--- config.mk ---
export PLATFORM = sky130hd
export DESIGN_NAME = inst_aligner
export DESIGN_NICKNAME = d
export VERILOG_FILES = /design/src/rtl/inst_aligner.sv
export SDC_FILE = /design/constraint.sdc
export NUM_CORES = 1
export LEC_CHECK = 0
export BUFFER_PORTS_ARGS = -buffer_cell sky130_fd_sc_hd__buf_2
export CAP_MARGIN = 40
export CORE_MARGIN = 3
export CORE_UTILIZATION = 45
export CTS_CLUSTER_DIAMETER = 120
export DETAILED_ROUTE_END_ITERATION = 8
export GPL_ROUTABILITY_DRIVEN = 0
export PLACE_DENSITY = 0.77
export SYNTH_ARGS = -nofsm -noshare
export SYNTH_HDL_FRONTEND = slang
export SYNTH_SLANG_ARGS = --single-unit
--- constraint.sdc ---
create_clock -name clk -period 3.15 [get_ports clk]
set_input_delay 0.945 -clock clk [delete_from_list [all_inputs] [get_ports clk]]
set_output_delay 0.945 -clock clk [all_outputs]
set_load 0.1 [all_outputs]
--- src/rtl/inst_aligner.sv ---
// Instruction aligner: repacks 32-bit fetch words into whole RVC/RV32 instructions
// using a 3-halfword FIFO whose occupancy is the FSM state.
module inst_aligner #(
    parameter int XLEN = 32
) (
    input  logic            clk,
    input  logic            rst,
    input  logic            flush_i,
    input  logic            fetch_valid_i,
    input  logic [XLEN-1:0] fetch_word_i,
    input  logic [XLEN-1:0] fetch_pc_i,
    output logic            fetch_ready_o,
    output logic            dec_valid_o,
    output logic [XLEN-1:0] dec_inst_o,
    output logic            dec_is_cmp_o,
    output logic [XLEN-1:0] dec_pc_o,
    input  logic            dec_ready_i,
    output logic [1:0]      dbg_state_o
);

    typedef enum logic [1:0] {
        S0 = 2'd0,
        S1 = 2'd1,
        S2 = 2'd2,
        S3 = 2'd3
    } state_t;

    state_t          r_state;
    state_t          w_state_nxt;
    logic [15:0]     r_hw [3];
    logic [15:0]     w_hw_nxt [3];
    logic [15:0]     w_shift [3];
    logic [XLEN-1:0] r_pc;
    logic [XLEN-1:0] w_pc_nxt;

    logic            w_head_cmp;
    logic            w_accept;
    logic            w_consume;
    logic [1:0]      w_cons;
    logic [1:0]      w_add;
    logic [2:0]      w_rem;
    logic [1:0]      w_cnt_nxt;
    logic [15:0]     w_app0;
    logic [15:0]     w_app1;

    // Handshake: a word moves on fetch_valid_i & fetch_ready_o, an instruction
    // on dec_valid_o & dec_ready_i; flush_i suppresses both in its cycle.
    assign w_head_cmp    = (r_hw[0][1:0] != 2'b11);
    assign fetch_ready_o = (r_state == S0) || (r_state == S1);
    assign dec_valid_o   = ((r_state != S0) && w_head_cmp) ||
                           (((r_state == S2) || (r_state == S3)) && !w_head_cmp);
    assign dec_is_cmp_o  = (r_state != S0) && w_head_cmp;
    assign dec_inst_o    = w_head_cmp ? {16'h0, r_hw[0]} : {r_hw[1], r_hw[0]};
    assign dec_pc_o      = r_pc;
    assign dbg_state_o   = r_state;

    assign w_accept  = fetch_valid_i & fetch_ready_o & ~flush_i;
    assign w_consume = dec_valid_o & dec_ready_i & ~flush_i;
    assign w_app0    = fetch_pc_i[1] ? fetch_word_i[31:16] : fetch_word_i[15:0];
    assign w_app1    = fetch_word_i[31:16];

    always_comb begin
        w_cons = 2'd0;
        if (w_consume) begin
            w_cons = w_head_cmp ? 2'd1 : 2'd2;
        end
        w_add = 2'd0;
        if (w_accept) begin
            w_add = fetch_pc_i[1] ? 2'd1 : 2'd2;
        end
        w_rem     = {1'b0, r_state} - {1'b0, w_cons};
        w_cnt_nxt = w_rem[1:0] + w_add;

        case (w_cons)
            2'd1: begin
                w_shift[0] = r_hw[1];
                w_shift[1] = r_hw[2];
                w_shift[2] = 16'h0;
            end
            2'd2: begin
                w_shift[0] = r_hw[2];
                w_shift[1] = 16'h0;
                w_shift[2] = 16'h0;
            end
            default: begin
                w_shift[0] = r_hw[0];
                w_shift[1] = r_hw[1];
                w_shift[2] = r_hw[2];
            end
        endcase

        // Survivors keep their order; new halfwords land right behind them.
        for (int i = 0; i < 3; i++) begin
            if (3'(i) < w_rem) begin
                w_hw_nxt[i] = w_shift[i];
            end else if ((w_add != 2'd0) && (3'(i) == w_rem)) begin
                w_hw_nxt[i] = w_app0;
            end else if ((w_add == 2'd2) && (3'(i) == w_rem + 3'd1)) begin
                w_hw_nxt[i] = w_app1;
            end else begin
                w_hw_nxt[i] = 16'h0;
            end
        end

        w_state_nxt = state_t'(w_cnt_nxt);
        w_pc_nxt    = r_pc;
        if (w_accept && (r_state == S0)) begin
            w_pc_nxt = fetch_pc_i;
        end else if (w_consume) begin
            w_pc_nxt = r_pc + (w_head_cmp ? XLEN'(2) : XLEN'(4));
        end

        if (flush_i) begin
            w_state_nxt = S0;
            w_pc_nxt    = '0;
            for (int i = 0; i < 3; i++) begin
                w_hw_nxt[i] = 16'h0;
            end
        end
    end

    always_ff @(posedge clk or posedge rst) begin
        if (rst) begin
            r_state <= S0;
            r_pc    <= '0;
            for (int i = 0; i < 3; i++) begin
                r_hw[i] <= 16'h0;
            end
        end else begin
            r_state <= w_state_nxt;
            r_pc    <= w_pc_nxt;
            for (int i = 0; i < 3; i++) begin
                r_hw[i] <= w_hw_nxt[i];
            end
        end
    end

endmodule

==> qor.yml, run 1 <==
crit_path_cell_trace: "buf_2 -> nor2b_1 -> o21ai_1 -> nor2_1 -> ha_1 -> inv_1 -> fa_1 -> buf_4 -> nor2b_1 -> buf_4 -> a221oi_1 -> nor3_1"
routed_wirelength_um: 16600
seq_area_mm2: 0.00205
fillers: 1064
avgSynthCellArea_um2: 9.03
r2r-end: "r_hw[23]$_DFFE_PP0P_"
cts_resized: 0
yosys_warnings: 0
root_buffer: "clkbuf_16"
hold-worst-slack_ns: 0.505
synth.distinct_cells: 69
die_h_um: 115
multi_input_area_mm2: 0.00291
r2r-start: "r_hw[32]$_DFFE_PP0P_"
routedWlPerCell_um: 19.4
via_count: 5358
required_ns: 3.39
ys_ff_latch: 82
clock_sinks: 82
dr.pass1.iters: 7
grt_max_degree: 61
arrival_ns: 3.07
setup.worst_path.end_class: "flop"
max_stage_delay_ns: 0.46
status: "finished clean"
die_x_um: 115
clk_latency_ns: 0.35
rsz0062_at_grt: "false"
tightest_slew_ns: 0.888
drive_above_1_share: 0.296
leakage_nw: 3.03
port_buffers: 137
clockPowerShare: 0.258
min_path_type: "reg2reg"
slew_violations: 0
grt_pass1_wl_um: 27100
peakVddDrop_mv: 0.434
period_needed_ns: 2.84
maxCapViolations: 0
fin_skew_ns: 0.0108
drc_errors: 0
clk_path_buf_depth: 2
grtUsageTotal: 0.258
layout_common_cells: "buf_2 (137), dfrtp_1 (80), nand2_1 (79)"
critPathSlowestCell: "fa_1"
final_common_cell: "buf_2"
hold_viol: 0
antenna_found_initial: 0
critPathCapture: "r_hw[23]$_DFFE_PP0P_"
setup_viol: 0
drtAntennaViolNets: 0
start_util: 0.463
fin_cells: 857
max-slew-margin-rel: 0.408
dieArea_mm2: 0.0131
placed_cells: 840
p_sw_mw: 1.90
setup_tns_ns: 0
ys_dominant_reg_cell: "dfrtp_1"
startpoint_type: "input pin"
syn_nets: 664
grt_remaining_overflow: 0
drtIter0Drc: 676
critPathKind: "in2reg"
boundaryPins: 138
comb_power_share: 0.416
rrSetupSlack_ns: 0.43
ys_async_sr_fraction: 1.00
swShare: 0.465
syn_inst: 588
p_seq_frac: 0.325
worst-r2r-cell-count: 9
dp_slack_ns: -0.260
synth_edf_count: 0
min_period_over_period: 0.900
power_density_mw_per_mm2: 638
numCtsBuffers: 9
clk_pin_slew_ns: 0.06
setup_ws_ns: 0.314
diodes: 0
post-dp-hpwl_um: 11600
fmax_mhz: 353
placementRows: 39
cts_tree: "yes"
htree_levels: 3
critical_path.max_fanout: 12
via_per_inst: 6.25
ys_seq_area_frac: 0.387
first_global_vias: 5344
area_delta_synth_final_pct: 20.5
core_area_mm2: 0.0115
internal_power_mw: 2.18
holdBufCountCts: 0
crit_start: "flush_i"
fin_nets: 785
syn_area_mm2: 0.00531
## layout make-up
cell class,count,share of cell area
Inverter,11,0.00743
Timing Repair Buffer,165,0.144
Clock inverter,6,0.00920
Clock buffer,10,0.0358
Multi-Input combinational cell,440,0.454
Sequential cell,82,0.321
Tap cell,143,0.0280
## synthesized netlist by cell type, types with 7 or more instances
master    instances  area, um2
inv_1            10       37.5
a221oi_1         11       96.3
nand2_1          79        297
and3_1           23        144
a31oi_1          18        113
o21ai_0          34        170
a211oi_1         12       90.1
xor2_1            7       61.3
nor2_1           31        116
a221o_1          21        210
a22o_1           16        140
nand3_1          15       75.1
nand4_1          14       87.6
buf_4            18        135
dfrtp_1          82       2050
mux2i_1          19        190
a21oi_1          16       80.1
nor3_1           39        195
clkbuf_1         16       60.1
buf_2            15       75.1
## layer usage
| layer | wire length, um | up-vias | share of wire | GRT usage |
|---|---|---|---|---|
| li1 | - | 2435 | - | - |
| met1 | 6900 | 2563 | 0.41 | 0.328 |
| met2 | 7830 | 313 | 0.47 | 0.426 |
| met3 | 1420 | 47 | 0.085 | 0.0497 |
| met4 | 482 | 0 | 0.029 | 0.110 |
| met5 | 0 | - | 0 | 0 |
## critical path, delay by kind of cell
kind / cells / cell delay [ns]
and+or+nand+nor: 4 / 0.77
buffers and inverters: 4 / 0.55
AOI/OAI and AO/OA: 2 / 0.18
adders and majority gates: 2 / 0.60
## flip-flops by register name (all words and copies together) (netlist names)
name	cells
dbg_state_o	2
dec_pc_o	32
r_hw	48
## logic make-up (layout without fill, tap and decap cells)
group,count (synthesis),after routing,share of synthesized area
mux,23,23,0.0443
compound gates,156,156,0.216
buf+inv,66,192,0.0691
xor+xnor,11,11,0.0181
simple gates,243,243,0.247
flops,82,82,0.387
fa+ha+maj,7,7,0.0193
## repair_timing
| item | in CTS | in global routing |
|---|---|---|
| buffers inserted | 0 | 1 |
| endpoints found under the hold margin | 0 | 0 |
| endpoints found under the setup margin | 0 | 16 |
## power groups by stage
stage          clock [mW]  combinational (mW)  sequential, mW
2_1_floorplan           0               0.981            1.68
3_3_place_gp            0                1.66            1.33
3_5_place_dp            0                1.68            1.34
4_1_cts              1.06                1.69            1.32
5_1_grt              1.10                1.80            1.34
6_report             1.05                1.70            1.33
## how the worst min path moves through the flow
stage / to / slack (ns) / cells after the start / startpoint
floorplan: r_hw[36]$_DFFE_PP0P_ / 0.47 / 1 / r_hw[36]$_DFFE_PP0P_
global placement: r_hw[36]$_DFFE_PP0P_ / 0.49 / 1 / r_hw[36]$_DFFE_PP0P_
detailed placement: r_hw[47]$_DFFE_PP0P_ / 0.49 / 1 / r_hw[47]$_DFFE_PP0P_
CTS: r_hw[41]$_DFFE_PP0P_ / 0.51 / 1 / r_hw[41]$_DFFE_PP0P_
global route: r_hw[47]$_DFFE_PP0P_ / 0.52 / 1 / r_hw[47]$_DFFE_PP0P_
finish: r_hw[46]$_DFFE_PP0P_ / 0.51 / 1 / r_hw[46]$_DFFE_PP0P_
## metrics by stage
step	total power, mW	cell area [um2]	util
2_1_floorplan	2.66	5330	-
3_3_place_gp	2.99	6090	0.531
3_5_place_dp	3.02	6090	0.531
4_1_cts	4.08	6370	0.556
5_1_grt	4.24	6390	0.558
6_report	4.08	6390	0.558
No activity file was read; power rests on OpenSTA's default activity.
==> run 2, diff against run 1 <==
- BUFFER_PORTS_ARGS: -buffer_cell sky130_fd_sc_hd__buf_2 -> -buffer_cell sky130_fd_sc_hd__buf_4
- GPL_TIMING_DRIVEN: default -> 0
==> run 2 against run 1 <==
  * Die area did not move
  * Maximum frequency fell by 6.7%
  * Sequential cell count did not move
==> qor.yml, run 2 (synthesis results as in run 1) <==
arrival_ns: 3.23  # +0.16 ns
hold_viol: 0  # unchanged
critPathKind: "reg2reg"
final_common_cell: "buf_4"
die_x_um: 115  # unchanged
swShare: 0.467  # +0.00161
routed_wirelength_um: 18000  # +8.0%
rrSetupSlack_ns: 0.11  # -0.32 ns
clock_sinks: 82  # unchanged
holdBufCountCts: 0  # unchanged
antenna_found_initial: 0  # unchanged
area_delta_synth_final_pct: 31.3
boundaryPins: 138  # unchanged
peakVddDrop_mv: 0.323  # -26%
htree_levels: 3  # unchanged
grtUsageTotal: 0.268  # +0.0107
fin_skew_ns: 0.00974  # -0.00103 ns
clockPowerShare: 0.239  # -0.019
min_path_type: "reg2reg"
placementRows: 39  # unchanged
leakage_nw: 3.22  # +6.3%
grt_max_degree: 38  # -38%
critPathSlowestCell: "clkbuf_1"
startpoint_type: "flop"
die_h_um: 115  # unchanged
top_register: "r_hw"
final_core_util: 0.608  # +0.0500
dr.pass1.iters: 5  # -2
setup_tns_ns: 0  # unchanged
min_period_over_period: 0.965  # +0.0644
tightest_slew_ns: 0.814  # -0.0737 ns
drive_above_1_share: 0.325  # +0.0298
comb_power_share: 0.447  # +0.031
power_mw: 4.22  # +3.4%
drtIter0Drc: 622  # -8.0%
required_ns: 3.34  # -0.05 ns
period_needed_ns: 3.04  # +0.203 ns
status: "finished clean"
fillers: 978  # -8.1%
clk_latency_ns: 0.34  # about the same
drtAntennaViolNets: 0  # unchanged
diodes: 0  # unchanged
clk_pin_slew_ns: 0.07  # about the same
p_seq_frac: 0.314  # -0.011
path_buf_inv: 3  # -1
root_buffer: "clkbuf_16"
crit_family: "buffers and inverters"
internal_power_mw: 2.25  # +3.1%
max_stage_delay_ns: 0.49  # +0.03 ns
dieArea_mm2: 0.0131  # unchanged
fmax_mhz: 329  # -6.7%
via_per_inst: 6.24  # -0.13%
routedWlPerCell_um: 20.1  # +3.6%
fin_nets: 821  # +4.6%
postPlaceCellArea_mm2: 0.00658  # +8.1%
crit_path_cell_trace: "buf_2 -> o21ai_2 -> nor2_1 -> ha_1 -> buf_2 -> clkbuf_1 -> nor3_1 -> a211oi_1 -> nor3_1"
grt_pass1_wl_um: 27900  # +2.8%
start_util: 0.463  # unchanged
power_density_mw_per_mm2: 606  # -5.1%
cts_tree: "yes"
clk_path_buf_depth: 2  # unchanged
slew_violations: 0  # unchanged
largest_reg_flops: 48  # unchanged
max-slew-margin-rel: 0.457  # +0.0491
grt_remaining_overflow: 0  # unchanged
core_area_mm2: 0.0115  # unchanged
numCtsBuffers: 9  # unchanged
first_global_vias: 5435  # +1.7%
design_area_mm2: 0.00697  # +9.0%
setup.worst_path.end_class: "flop"
maxCapViolations: 0  # unchanged
port_buffers: 137  # unchanged
critical_path.max_fanout: 10  # -2
via_count: 5576  # +4.1%
layout_common_cells: "buf_4 (161), nand2_1 (78), dfrtp_1 (78)"
post-dp-hpwl_um: 13000  # +13%
drc_errors: 0  # unchanged
p_sw_mw: 1.97  # +3.8%
setup_viol: 0  # unchanged
[run 2: power by group through the flow]
stage / Clock (mW) / Sequential, mW / Combinational, mW
CTS: 1.00 / 1.33 / 1.83
detailed placement: 0 / 1.35 / 1.81
floorplan: 0 / 1.68 / 0.981
finish: 1.01 / 1.32 / 1.89
global placement: 0 / 1.34 / 1.78
global route: 1.05 / 1.34 / 1.98
[run 2: final timing paths]
kind | to | from | cells past startpoint
max in group asynchronous | r_hw[32]$_DFFE_PP0P_ | rst | 4
min in group asynchronous | dec_pc_o[1]$_DFFE_PP0P_ | rst | 2
min reg2reg | r_hw[37]$_DFFE_PP0P_ | r_hw[37]$_DFFE_PP0P_ | 1
min | r_hw[37]$_DFFE_PP0P_ | r_hw[37]$_DFFE_PP0P_ | 1
max | r_hw[31]$_DFFE_PP0P_ | dbg_state_o[1]$_DFF_PP0_ | 9
max reg2reg | r_hw[31]$_DFFE_PP0P_ | dbg_state_o[1]$_DFF_PP0_ | 9
[run 2: layout make-up]
| type | instances | area, um2 | area share |
|---|---|---|---|
| buffer | 54 | 335 | 0.0481 |
| clock buffer | 9 | 225 | 0.0323 |
| clock inverter | 7 | 52.6 | 0.00754 |
| inverter | 11 | 47.5 | 0.00682 |
| multi-input combinational | 440 | 2940 | 0.422 |
| sequential | 82 | 2060 | 0.295 |
| tap | 143 | 179 | 0.0257 |
| timing repair buffer | 147 | 1130 | 0.163 |
[run 2: layer usage]
metal	vias to the layer above	track usage	wire length (um)
met4	0	0.0966	361
li1	2518	-	-
met2	387	0.442	8420
met1	2634	0.349	7170
met5	-	0	0
met3	37	0.0550	2010
[run 2: metrics by stage]
| step | hold WS (ns) | std cells | setup WS (ns) |
|---|---|---|---|
| floorplan | 0.474 | 588 | -0.0329 |
| global placement | 0.496 | 868 | -0.685 |
| detailed placement | 0.496 | 870 | -0.733 |
| CTS | 0.510 | 887 | 0.00127 |
| global route | 0.532 | 893 | -0.00244 |
| finish | 0.506 | 893 | 0.112 |
[run 2: timing repair]
action,4_1_cts,5_1_grt
cloned,0,0
pin swaps,1,1
resized for setup,15,12
buffers inserted,1,7
setup endpoints to repair,47,40
==> run 3, diff against run 2 <==
- PLACE_DENSITY: 0.77 -> default
- PLACE_DENSITY_LB_ADDON: default -> 0.25
==> run 3 against run 2 <==
  * Wire length increased by 1.9%
  * Final cell count increased by 0.11%
  * Critical path type is now in2reg
  * Largest power group unchanged
  * Clock skew about the same
  * Largest cell class unchanged
  * Highest routed layer unchanged
  * Core utilization increased by 0.31 points
==> qor.yml, run 3 (synthesis results as in run 1) <==
boundaryPins: 138  # unchanged
postPlaceCellArea_mm2: 0.00658  # unchanged
max-slew-margin-rel: 0.499  # +0.0418
layout_common_cells: "buf_4 (164), nand2_1 (78), dfrtp_1 (78)"
setup.worst_path.end_class: "flop"
grtUsageTotal: 0.276  # +0.00752
routedWlPerCell_um: 20.5  # +1.7%
grt_pass1_wl_um: 28300  # +1.5%
start_util: 0.463  # unchanged
critPathSlowestCell: "fa_2"
hold_viol: 0  # unchanged
via_count: 5590  # +0.25%
tightest_slew_ns: 0.748  # -0.0660 ns
clock_sinks: 82  # unchanged
clk_pin_slew_ns: 0.06  # about the same
peakVddDrop_mv: 0.439  # +36%
drc_errors: 0  # unchanged
area_delta_synth_final_pct: 31.9
htree_levels: 3  # unchanged
min_period_over_period: 0.981  # +0.0164
top_register: "r_hw"
via_per_inst: 6.25  # +0.14%
drive_above_1_share: 0.320  # -0.00576
critical_path.max_fanout: 18  # +8
first_global_vias: 5412  # -0.42%
arrival_ns: 3.32  # +0.09 ns
required_ns: 3.38  # +0.04 ns
path_buf_inv: 6  # +3
clk_latency_ns: 0.35  # about the same
antenna_found_initial: 0  # unchanged
slew_violations: 0  # unchanged
die_x_um: 115  # unchanged
leakage_nw: 3.24  # +0.59%
routed_wirelength_um: 18300  # +1.9%
die_h_um: 115  # unchanged
critPathKind: "in2reg"
fmax_mhz: 324  # -1.7%
fin_cells: 894  # +0.11%
design_area_mm2: 0.00700  # +0.50%
maxCapViolations: 0  # unchanged
crit_path_cell_trace: "buf_4 -> nor2b_4 -> and3_1 -> buf_6 -> inv_4 -> fa_2 -> nand2b_1 -> clkbuf_4 -> nor4_4 -> buf_4 -> buf_4 -> a221o_1"
largest_reg_flops: 48  # unchanged
clk_path_buf_depth: 2  # unchanged
fin_skew_ns: 0.00997  # +0.000238 ns
core_area_mm2: 0.0115  # unchanged
power_density_mw_per_mm2: 624  # +3.0%
grt_max_degree: 38  # unchanged
dieArea_mm2: 0.0131  # unchanged
numCtsBuffers: 9  # unchanged
period_needed_ns: 3.09  # +0.0517 ns
port_buffers: 137  # unchanged
fillers: 1011  # +3.4%
max_stage_delay_ns: 0.61  # +0.12 ns
grt_remaining_overflow: 0  # unchanged
final_core_util: 0.611  # +0.00306
final_common_cell: "buf_4"
startpoint_type: "input pin"
status: "finished clean"
post-dp-hpwl_um: 12900  # -0.74%
fin_nets: 822  # +0.12%
drtAntennaViolNets: 0  # unchanged
drtIter0Drc: 558  # -10%
cts_tree: "yes"
crit_family: "buffers and inverters"
min_path_type: "reg2reg"
crit_top_cell: "buf_4"
diodes: 0  # unchanged
dr.pass1.iters: 5  # unchanged
placementRows: 39  # unchanged
root_buffer: "clkbuf_16"
setup_viol: 0  # unchanged
placed_cells: 870  # unchanged
rsz0062_at_grt: "true"
run 3: final cells by class:
class	count	area (um2)	share of cell area
well taps	143	179	0.0255
plain buffers	54	333	0.0475
inverters	11	47.5	0.00679
flip-flops and latches	82	2060	0.294
clock inverters	4	75.1	0.0107
repair buffers	148	1140	0.162
multi-input cells	440	2930	0.418
clock buffers	12	246	0.0352
run 3: layer usage:
metal,GRT usage,part of all wire,up-vias
met5,0,0,-
met4,0.132,0.027,0
met3,0.0476,0.10,45
met2,0.451,0.48,346
met1,0.353,0.39,2686
li1,-,-,2513
run 3: repair_timing:
item / CTS / global route
endpoints found under the hold margin: 0 / 0
gates resized for setup: 13 / 7
pin swaps: 1 / 1
gates cloned: 1 / 0
endpoints found under the setup margin: 46 / 40
hold buffers: 0 / 0
buffers inserted: 4 / 4
run 3: stage by stage:
step / setup slack (ns) / power [mW] / hold slack (ns) / setup TNS, ns
3_3_place_gp: -0.693 / 3.12 / 0.497 / -22.44
4_1_cts: 0.0210 / 4.35 / 0.515 / 0
2_1_floorplan: -0.0329 / 2.66 / 0.474 / -0.0329
3_5_place_dp: -0.759 / 3.15 / 0.497 / -24.93
5_1_grt: -0.00505 / 4.52 / 0.547 / -0.00941
6_report: 0.0600 / 4.37 / 0.514 / 0
run 3: power by group:
part           switching [mW]  internal [mW]
Clock                   0.450          0.717
Combinational            1.36          0.520
Sequential              0.139           1.18
Total                    1.95           2.42
run 3: worst paths after layout:
| path | startpoint | endpoint | slack (ns) | cells past startpoint |
|---|---|---|---|---|
| max | dec_ready_i | r_hw[8]$_DFFE_PP0P_ | 0.06 | 12 |
| min | r_hw[39]$_DFFE_PP0P_ | r_hw[39]$_DFFE_PP0P_ | 0.51 | 1 |
| max in group asynchronous | rst | r_hw[41]$_DFFE_PP0P_ | 1.69 | 4 |
| min in group asynchronous | rst | dec_pc_o[7]$_DFFE_PP0P_ | 0.66 | 2 |
| min reg2reg | r_hw[39]$_DFFE_PP0P_ | r_hw[39]$_DFFE_PP0P_ | 0.51 | 1 |
| max reg2reg | r_hw[32]$_DFFE_PP0P_ | r_hw[8]$_DFFE_PP0P_ | 0.19 | 13 |
